===== config.mk =====
export PLATFORM = sky130hd
export DESIGN_NAME = imm_decode_queue_flat
export DESIGN_NICKNAME = d
export VERILOG_FILES = /design/src/rtl/imm_decode_queue_if.sv /design/src/rtl/imm_decode_queue.sv /design/src/flat_wrapper.sv
export SDC_FILE = /design/constraint.sdc
export NUM_CORES = 1
export LEC_CHECK = 0
export CAP_MARGIN = 20
export CORE_ASPECT_RATIO = 0.7
export CORE_MARGIN = 10
export CORE_UTILIZATION = 50
export CTS_BUF_LIST = sky130_fd_sc_hd__clkbuf_4
export DETAILED_ROUTE_END_ITERATION = 8
export PLACE_DENSITY = 0.79
export SETUP_SLACK_MARGIN = 0.1
export SLEW_MARGIN = 20
export SYNTH_ARGS = -nofsm -noshare
export SYNTH_HDL_FRONTEND = slang
export SYNTH_SLANG_ARGS = --single-unit

===== constraint.sdc =====
create_clock -name clk -period 4.66 [get_ports clk]
set_input_delay 1.398 -clock clk [delete_from_list [all_inputs] [get_ports clk]]
set_output_delay 1.398 -clock clk [all_outputs]
set_load 0.005 [all_outputs]

===== src/rtl/imm_decode_queue_if.sv =====
// imm_decode_queue_if: instruction-in / decoded-immediate-out handshake bundle
interface imm_decode_queue_if #(parameter int XLEN = 32);
  logic            flush;
  logic            in_valid;
  logic            in_ready;
  logic [31:0]     in_ins;
  logic [XLEN-1:0] in_pc;
  logic            out_valid;
  logic            out_ready;
  logic [XLEN-1:0] out_imm;
  logic [4:0]      out_fmt;
  logic [XLEN-1:0] out_target;
  logic            out_illegal;
  modport master (
    output flush, in_valid, in_ins, in_pc, out_ready,
    input  in_ready, out_valid, out_imm, out_fmt, out_target, out_illegal
  );
  modport slave (
    input  flush, in_valid, in_ins, in_pc, out_ready,
    output in_ready, out_valid, out_imm, out_fmt, out_target, out_illegal
  );
endinterface


===== src/rtl/imm_decode_queue.sv =====
// imm_decode_queue: RISC-V immediate/target decode feeding a small output FIFO
module imm_decode_queue #(
  parameter int XLEN  = 32,
  parameter int DEPTH = 2
) (
  input  logic               clk,
  input  logic               rst_n,
  imm_decode_queue_if.slave  bus
);
  localparam int AW = $clog2(DEPTH);
  typedef struct packed {
    logic [XLEN-1:0] imm;
    logic [4:0]      fmt;
    logic [XLEN-1:0] target;
    logic            illegal;
  } entry_t;
  logic [6:0]      w_op;
  logic [31:0]     w_ins;
  logic            w_i, w_s, w_b, w_u, w_j, w_r, w_auipc;
  logic [31:0]     w_imm32;
  logic [XLEN-1:0] w_imm;
  entry_t          w_entry, w_head;
  logic            w_push, w_pop;
  entry_t          r_mem [DEPTH];
  logic [AW-1:0]   r_wp, r_rp;
  logic [AW:0]     r_cnt;
  assign w_ins   = bus.in_ins;
  assign w_op    = w_ins[6:0];
  assign w_i     = w_op == 7'h03 || w_op == 7'h0F || w_op == 7'h13 || w_op == 7'h67 ||
                   w_op == 7'h73 || (XLEN == 64 && w_op == 7'h1B);
  assign w_s     = w_op == 7'h23;
  assign w_b     = w_op == 7'h63;
  assign w_auipc = w_op == 7'h17;
  assign w_u     = w_auipc || w_op == 7'h37;
  assign w_j     = w_op == 7'h6F;
  assign w_r     = w_op == 7'h33 || (XLEN == 64 && w_op == 7'h3B);
  // every immediate is first formed at 32 bits, then sign-extended to XLEN
  assign w_imm32 = w_i ? {{20{w_ins[31]}}, w_ins[31:20]} :
                   w_s ? {{20{w_ins[31]}}, w_ins[31:25], w_ins[11:7]} :
                   w_b ? {{20{w_ins[31]}}, w_ins[7], w_ins[30:25], w_ins[11:8], 1'b0} :
                   w_u ? {w_ins[31:12], 12'h000} :
                   w_j ? {{12{w_ins[31]}}, w_ins[19:12], w_ins[20], w_ins[30:21], 1'b0} : 32'h0;
  assign w_imm   = XLEN'($signed(w_imm32));
  assign w_entry = '{
    imm:     w_imm,
    fmt:     {w_i, w_s, w_b, w_u, w_j},
    target:  (w_b || w_j || w_auipc) ? bus.in_pc + w_imm : '0,
    illegal: !(w_i || w_s || w_b || w_u || w_j || w_r)
  };
  assign bus.in_ready  = r_cnt != (AW+1)'(DEPTH);
  assign bus.out_valid = r_cnt != '0;
  assign w_push = bus.in_valid && bus.in_ready;
  assign w_pop  = bus.out_valid && bus.out_ready;
  assign w_head = r_mem[r_rp];
  assign bus.out_imm     = bus.out_valid ? w_head.imm : '0;
  assign bus.out_fmt     = bus.out_valid ? w_head.fmt : '0;
  assign bus.out_target  = bus.out_valid ? w_head.target : '0;
  assign bus.out_illegal = bus.out_valid && w_head.illegal;
  always_ff @(posedge clk) begin
    if (!rst_n || bus.flush) begin
      r_cnt <= '0;
      r_wp  <= '0;
      r_rp  <= '0;
    end else begin
      r_cnt <= r_cnt + (AW+1)'(w_push) - (AW+1)'(w_pop);
      r_wp  <= w_push ? r_wp + 1'b1 : r_wp;
      r_rp  <= w_pop ? r_rp + 1'b1 : r_rp;
    end
  end
  always_ff @(posedge clk) begin
    if (w_push) r_mem[r_wp] <= w_entry;
  end
endmodule


===== src/flat_wrapper.sv =====
// flat-port wrapper written by rule: the top's interface ports become plain ports
module imm_decode_queue_flat 
#(
  parameter int XLEN  = 32,
  parameter int DEPTH = 2
)
  (clk, rst_n, bus_flush, bus_in_valid, bus_in_ins, bus_in_pc, bus_out_ready, bus_in_ready, bus_out_valid, bus_out_imm, bus_out_fmt, bus_out_target, bus_out_illegal);
  imm_decode_queue_if #(.XLEN(XLEN)) bus_i ();
  input  logic clk;
  input  logic rst_n;
  input wire logic [$bits(bus_i.flush)-1:0] bus_flush;
  input wire logic [$bits(bus_i.in_valid)-1:0] bus_in_valid;
  input wire logic [$bits(bus_i.in_ins)-1:0] bus_in_ins;
  input wire logic [$bits(bus_i.in_pc)-1:0] bus_in_pc;
  input wire logic [$bits(bus_i.out_ready)-1:0] bus_out_ready;
  output wire logic [$bits(bus_i.in_ready)-1:0] bus_in_ready;
  output wire logic [$bits(bus_i.out_valid)-1:0] bus_out_valid;
  output wire logic [$bits(bus_i.out_imm)-1:0] bus_out_imm;
  output wire logic [$bits(bus_i.out_fmt)-1:0] bus_out_fmt;
  output wire logic [$bits(bus_i.out_target)-1:0] bus_out_target;
  output wire logic [$bits(bus_i.out_illegal)-1:0] bus_out_illegal;
  assign bus_i.flush = bus_flush;
  assign bus_i.in_valid = bus_in_valid;
  assign bus_i.in_ins = bus_in_ins;
  assign bus_i.in_pc = bus_in_pc;
  assign bus_i.out_ready = bus_out_ready;
  assign bus_in_ready = bus_i.in_ready;
  assign bus_out_valid = bus_i.out_valid;
  assign bus_out_imm = bus_i.out_imm;
  assign bus_out_fmt = bus_i.out_fmt;
  assign bus_out_target = bus_i.out_target;
  assign bus_out_illegal = bus_i.out_illegal;
  imm_decode_queue #(.XLEN(XLEN), .DEPTH(DEPTH)) u_core (.clk(clk), .rst_n(rst_n), .bus(bus_i));
endmodule

==> flow_summary.json, run 1 <==
{
  "final_area_sq_um": 11600,
  "finalSetupViolCount": 0,
  "synth_fp_nets": 859,
  "clock_sinks": 145,
  "p_leak_nw": 4.48,
  "end_kind": "flop",
  "ir_worst_vdd_mv": 0.171,
  "final_cells": 1299,
  "fin_total_pwr_mw": 2.86,
  "cts-root-buf": "clkbuf_4",
  "slew_viol_final": 0,
  "place_congestion": 0.974,
  "yosysSeqAreaShare_pct": 52.7,
  "worst_pin_slew_ps": 821,
  "status": "complete, no violations",
  "die_w_microns": 173,
  "grt_pass1_wl_mm": 37.4,
  "min_period_ps": 4540,
  "min_path_type": "flop to flop",
  "synth.avg_cell_area_sq_um": 10.9,
  "rsz0062_at_grt": "no",
  "drive_above_1_share_pct": 24.8,
  "hold_viol": 0,
  "avgRoutedWirePerCell_microns": 18.7,
  "required_ps": 5010,
  "yosys_warnings": 0,
  "dp_hpwl_mm": 18.6,
  "fin_ws_ps": 117,
  "p_per_area_nw_per_um2": 246,
  "layout_commonest_cell": "buf_4",
  "fin_crit_sh_pct": 97.5,
  "slew_headroom_pct": 45.1,
  "clockBufferDepth": 2,
  "async_flop_share_pct": 0,
  "place.port_buffers": 140,
  "track_usage_pct": 21.5,
  "path_class": "primary input to flop",
  "cts_tree": "built",
  "dieHeight_microns": 127,
  "vias": 7028,
  "viasPerCell": 5.41,
  "dpl_cell_area_sq_um": 11200,
  "layout_common_cells": "184 x buf_4, 140 x edfxtp_1, 137 x clkdlybuf4s50_1, 117 x nor2_1, 73 x mux2i_1",
  "final_nets": 1170,
  "ant_nets": 0,
  "dr.first_iter.drc_count": 678,
  "grt_overflow_total": 0,
  "syn2layout_area_growth_pct": 42.4,
  "die_area_sq_um": 21900,
  "fillers": 1149,
  "cp_data_arrival_time_ps": 4890,
  "dp.cells": 1264,
  "grt_pass1_vias": 6930,
  "numCtsBuffers": 17,
  "fin_worst_skew_ps": 23.6,
  "yosys.cell_types.count": 65,
  "top_level_ports": 141,
  "core_sq_um": 16200,
  "start_util_pct": 50.6,
  "path_clk_slew_ps": 130,
  "ys_ff_latch": 145,
  "clock_latency_ps": 560,
  "max_freq_ghz": 0.220,
  "first_pass_iters": 6,
  "totalWireLength_mm": 24.3,
  "cts-htree-levels": 4,
  "critPathMaxFanout": 5,
  "setup-tns-final_ps": 0,
  "max_cap_violations": 0,
  "rows": 39,
  "start_kind": "primary input",
  "grt_max_degree": 71,
  "syn_area_sq_um": 8170,
  "synth_enable_flop_cells": 140,
  "multiInputGateArea_sq_um": 3830,
  "antenna_found_initial": 0,
  "synthCells": 749,
  "ys.flop_type": "edfxtp_1",
  "dp_slack_ps": -588,
  "register_area_sq_um": 4310,
  "drcViolationCount": 0
}
[worst max-delay path: stages]
cell and delay [ps]:
clkdlybuf4s50_1 500, and4bb_2 250, nor2b_1 140, o21a_1 200
o21ai_0 140, o21ai_0 150, buf_4 190, ha_2 390
nand4_4 120, or3_1 420, a211o_1 290, a31oi_1 210
buf_4 150, nor3_1 40, nor3_2 290
[cell type report]
type	count	area share, %
Clock inverter	12	1.14
Multi-Input combinational cell	554	32.9
Tap cell	225	2.42
Sequential cell	145	37.0
Clock buffer	20	1.29
Inverter	13	0.419
Timing Repair Buffer	329	24.8
Antenna cell	1	0.0215
[cells in the mapped netlist, types with 6 or more instances]
library cell	instances	share of area [%]
a21o_1	11	1.0
edfxtp_1	140	51
nand3_1	11	0.67
o21a_1	12	1.1
o211ai_1	6	0.55
xnor2_1	12	1.3
nor2_1	120	5.5
nor3_1	26	1.6
o21ai_1	11	0.67
nand2_1	58	2.7
and2_1	13	1.0
inv_1	13	0.60
a21oi_1	38	2.3
o21ai_0	32	2.0
nand4_1	10	0.77
mux2i_1	73	8.9
ha_1	40	6.1
xor2_1	6	0.64
clkbuf_1	29	1.3
[what timing repair did]
action / in CTS / in global routing
gates resized for setup: 4 / 31
pin swaps: 3 / 4
cloned: 0 / 0
hold buffers: 0 / 0
setup buffers: 1 / 1
endpoints found under the setup margin: 10 / 34
[power breakdown]
| part | switching, mW | leakage (nW) | internal, mW |
|---|---|---|---|
| Combinational | 0.265 | 3.01 | 0.278 |
| Sequential | 0.0212 | 1.32 | 1.49 |
| Clock | 0.472 | 0.151 | 0.339 |
[per-layer routing]
| metal | track usage (%) | vias up | wire [microns] |
|---|---|---|---|
| met5 | 0 | - | 0 |
| li1 | - | 3396 | - |
| met4 | 6.27 | 0 | 323 |
| met2 | 33.4 | 253 | 11000 |
| met3 | 4.92 | 25 | 1830 |
| met1 | 29.5 | 3354 | 11100 |
[path summary, 6_finish.rpt]
check	start	end	slack (ps)	cells after the start
worst max-delay path	bus_in_ins[5]	u_core.r_mem[1][22]$_DFFE_PP_	120	15
worst min-delay path	u_core.r_rp$_SDFFE_PP0P_	u_core.r_rp$_SDFFE_PP0P_	560	2
worst max register to register	u_core.r_cnt[1]$_SDFF_PP0_	u_core.r_cnt[1]$_SDFF_PP0_	2080	10
worst min register to register	u_core.r_rp$_SDFFE_PP0P_	u_core.r_rp$_SDFFE_PP0P_	560	2
[state kept, by name (all words and copies together) (netlist names), named ones only]
register	cells
u_core.r_mem	140
u_core.r_cnt	2
u_core.r_rp	1
u_core.r_wp	1
[kinds of logic after synthesis]
group	synth area share, %
xor+xnor	1.93
buf+inv	2.37
fa+ha+maj	6.37
simple gates	15.2
flops	52.7
mux	9.08
compound gates	12.4
[stage by stage]
stage          util [%]  hold WS, ps
2_1_floorplan         -          481
6_report           72.1          562
3_5_place_dp       69.3          531
5_1_grt            72.1          609
3_3_place_gp       69.3          498
4_1_cts            71.2          575
Power figures use the tool's default switching activity.
==> inputs of run 2 (changes only) <==
clock period = 3.76 ns   (was 4.66 ns; I/O delays follow)
==> run 2 against run 1 <==
Against the previous run:
- routed wire length increased by 6.0%
- clock power rose by 31%
- register-to-register slack worse by 510 ps
- flip-flop and latch count did not move
- first-iteration DRC count is 16% lower
- hold slack lost 18 ps
- critical path type unchanged
- largest cell class is now multi-input combinational cells
==> flow_summary.json, run 2 (synthesis gave the netlist of run 1 again) <==
{
  "final_area_sq_um": 12300,
  "hold_ws_ps": 544,
  "clock_sinks": 145,
  "p_per_area_nw_per_um2": 298,
  "cts_tree": "built",
  "dp_slack_ps": -1160,
  "required_ps": 4080,
  "cp_data_arrival_time_ps": 4060,
  "max_cap_violations": 0,
  "slew_viol_final": 0,
  "reg_top3": "u_core.r_mem (140), u_core.r_cnt (2)",
  "grt_max_degree": 71,
  "numCtsBuffers": 17,
  "dieHeight_microns": 127,
  "antenna_cells": 0,
  "antenna_found_initial": 0,
  "syn2layout_area_growth_pct": 50.6,
  "grt_overflow_total": 0,
  "ir_worst_vdd_mv": 0.213,
  "dpl_cell_area_sq_um": 11500,
  "critPathMaxFanout": 7,
  "power_frac_comb_pct": 20.1,
  "track_usage_pct": 21.9,
  "cpMostUsedCell": "buf_4",
  "clkPwrFrac_pct": 29.0,
  "viasPerCell": 5.55,
  "avgRoutedWirePerCell_microns": 19.5,
  "path_clk_slew_ps": 130,
  "hold_viol": 0,
  "start_util_pct": 50.6,
  "drive_above_1_share_pct": 33.5,
  "final_nets": 1191,
  "regMostFlops": "u_core.r_mem",
  "cp_slowest_cell": "a2111oi_4",
  "die_area_sq_um": 21900,
  "setup-tns-final_ps": 0,
  "place.port_buffers": 140,
  "slew_headroom_pct": 62.4,
  "final_cells": 1319,
  "core_sq_um": 16200,
  "cpPeakStageDelay_ps": 460,
  "cts-htree-levels": 4,
  "dp.cells": 1266,
  "pwr-share-seq_pct": 50.8,
  "place_congestion": 0.959,
  "fin_crit_sh_pct": 99.5,
  "end_kind": "flop",
  "layout_common_cells": "202 x buf_4, 140 x edfxtp_1, 133 x clkdlybuf4s50_1, 116 x nor2_1, 71 x mux2i_1",
  "path_class": "primary input to flop",
  "fin_ws_ps": 17.0,
  "max_freq_ghz": 0.267,
  "path_cells": "clkbuf_4 > and4bb_2 > nor2b_4 > o21a_1 > buf_4 > a22o_1 > ha_2 > fa_2 > nand3_4 > a2111oi_4 > buf_4 > o21ai_4 > a21oi_2 > buf_4 > o211ai_1 > a21o_1",
  "clock_latency_ps": 570,
  "rrSetupSlack_ps": 1570,
  "ant_nets": 0,
  "clockBufferDepth": 2,
  "layout_commonest_cell": "buf_4",
  "grt_pass1_vias": 7116,
  "first_pass_iters": 6,
  "status": "complete, no violations",
  "finish.utilization_pct": 76.2,
  "drcViolationCount": 0,
  "switching_share_pct": 26.5,
  "start_kind": "primary input",
  "internal_power_mw": 2.70,
  "dp_hpwl_mm": 18.7,
  "top_level_ports": 141,
  "totalWireLength_mm": 25.7,
  "die_w_microns": 173,
  "fin_total_pwr_mw": 3.67,
  "min_path_type": "flop to flop",
  "rows": 39,
  "net-switching-power_mw": 0.972,
  "largest_reg_flops": 140,
  "finalSetupViolCount": 0,
  "grt_pass1_wl_mm": 38.4,
  "dr.first_iter.drc_count": 569,
  "vias": 7315,
  "cts-root-buf": "clkbuf_4",
  "p_leak_nw": 4.60,
  "min_period_ps": 3740,
  "rsz0062_at_grt": "yes",
  "fin_worst_skew_ps": 16.3,
  "worst_pin_slew_ps": 564
}
[run 2: worst max-delay path, delay by kind of cell]
kind	cells	cell delay, ps
AO/OA/AOI/OAI	7	1280
AND/OR/NAND/NOR	3	560
buffers and inverters	4	640
adder cells (fa/ha/maj)	2	460
[run 2: area by class of cell]
cell class              instances  area [sq um]
clock buffers                  19           143
multi-input cells             554          4340
flip-flops and latches        145          4310
repair buffers                350          3030
inverters                      13          48.8
clock inverters                13           159
fillers                      1061          3840
well taps                     225           282
[run 2: final timing paths]
kind,from,to,cells past startpoint
setup / recovery,bus_in_ins[5],u_core.r_mem[0][27]$_DFFE_PP_,16
hold / removal,u_core.r_rp$_SDFFE_PP0P_,flop,2
setup reg to reg,u_core.r_cnt[1]$_SDFF_PP0_,u_core.r_cnt[1]$_SDFF_PP0_,10
hold reg to reg,u_core.r_rp$_SDFFE_PP0P_,flop,2
[run 2: power by group through the flow]
stage                     logic (mW)  clock network [mW]  registers (mW)
after floorplan                0.317                   0            1.90
after global placement         0.678                   0            1.90
after detailed placement       0.686                   0            1.90
after CTS                      0.701                1.08            1.87
after global routing           0.793                1.15            1.87
final                          0.739                1.06            1.87
[run 2: repair_timing]
item                       CTS  global route
pin swaps                   18            42
hold buffers                 0             0
buffers inserted             6            15
setup endpoints to repair   52            35
gates resized for setup     53            64
[run 2: metal layers]
layer  wire, microns  up-vias  track usage (%)
li1                -     3440                -
met1           11300     3483             29.5
met2           11500      342             33.8
met3            2280       50             6.02
met4             593        0             6.88
met5               0        -                0
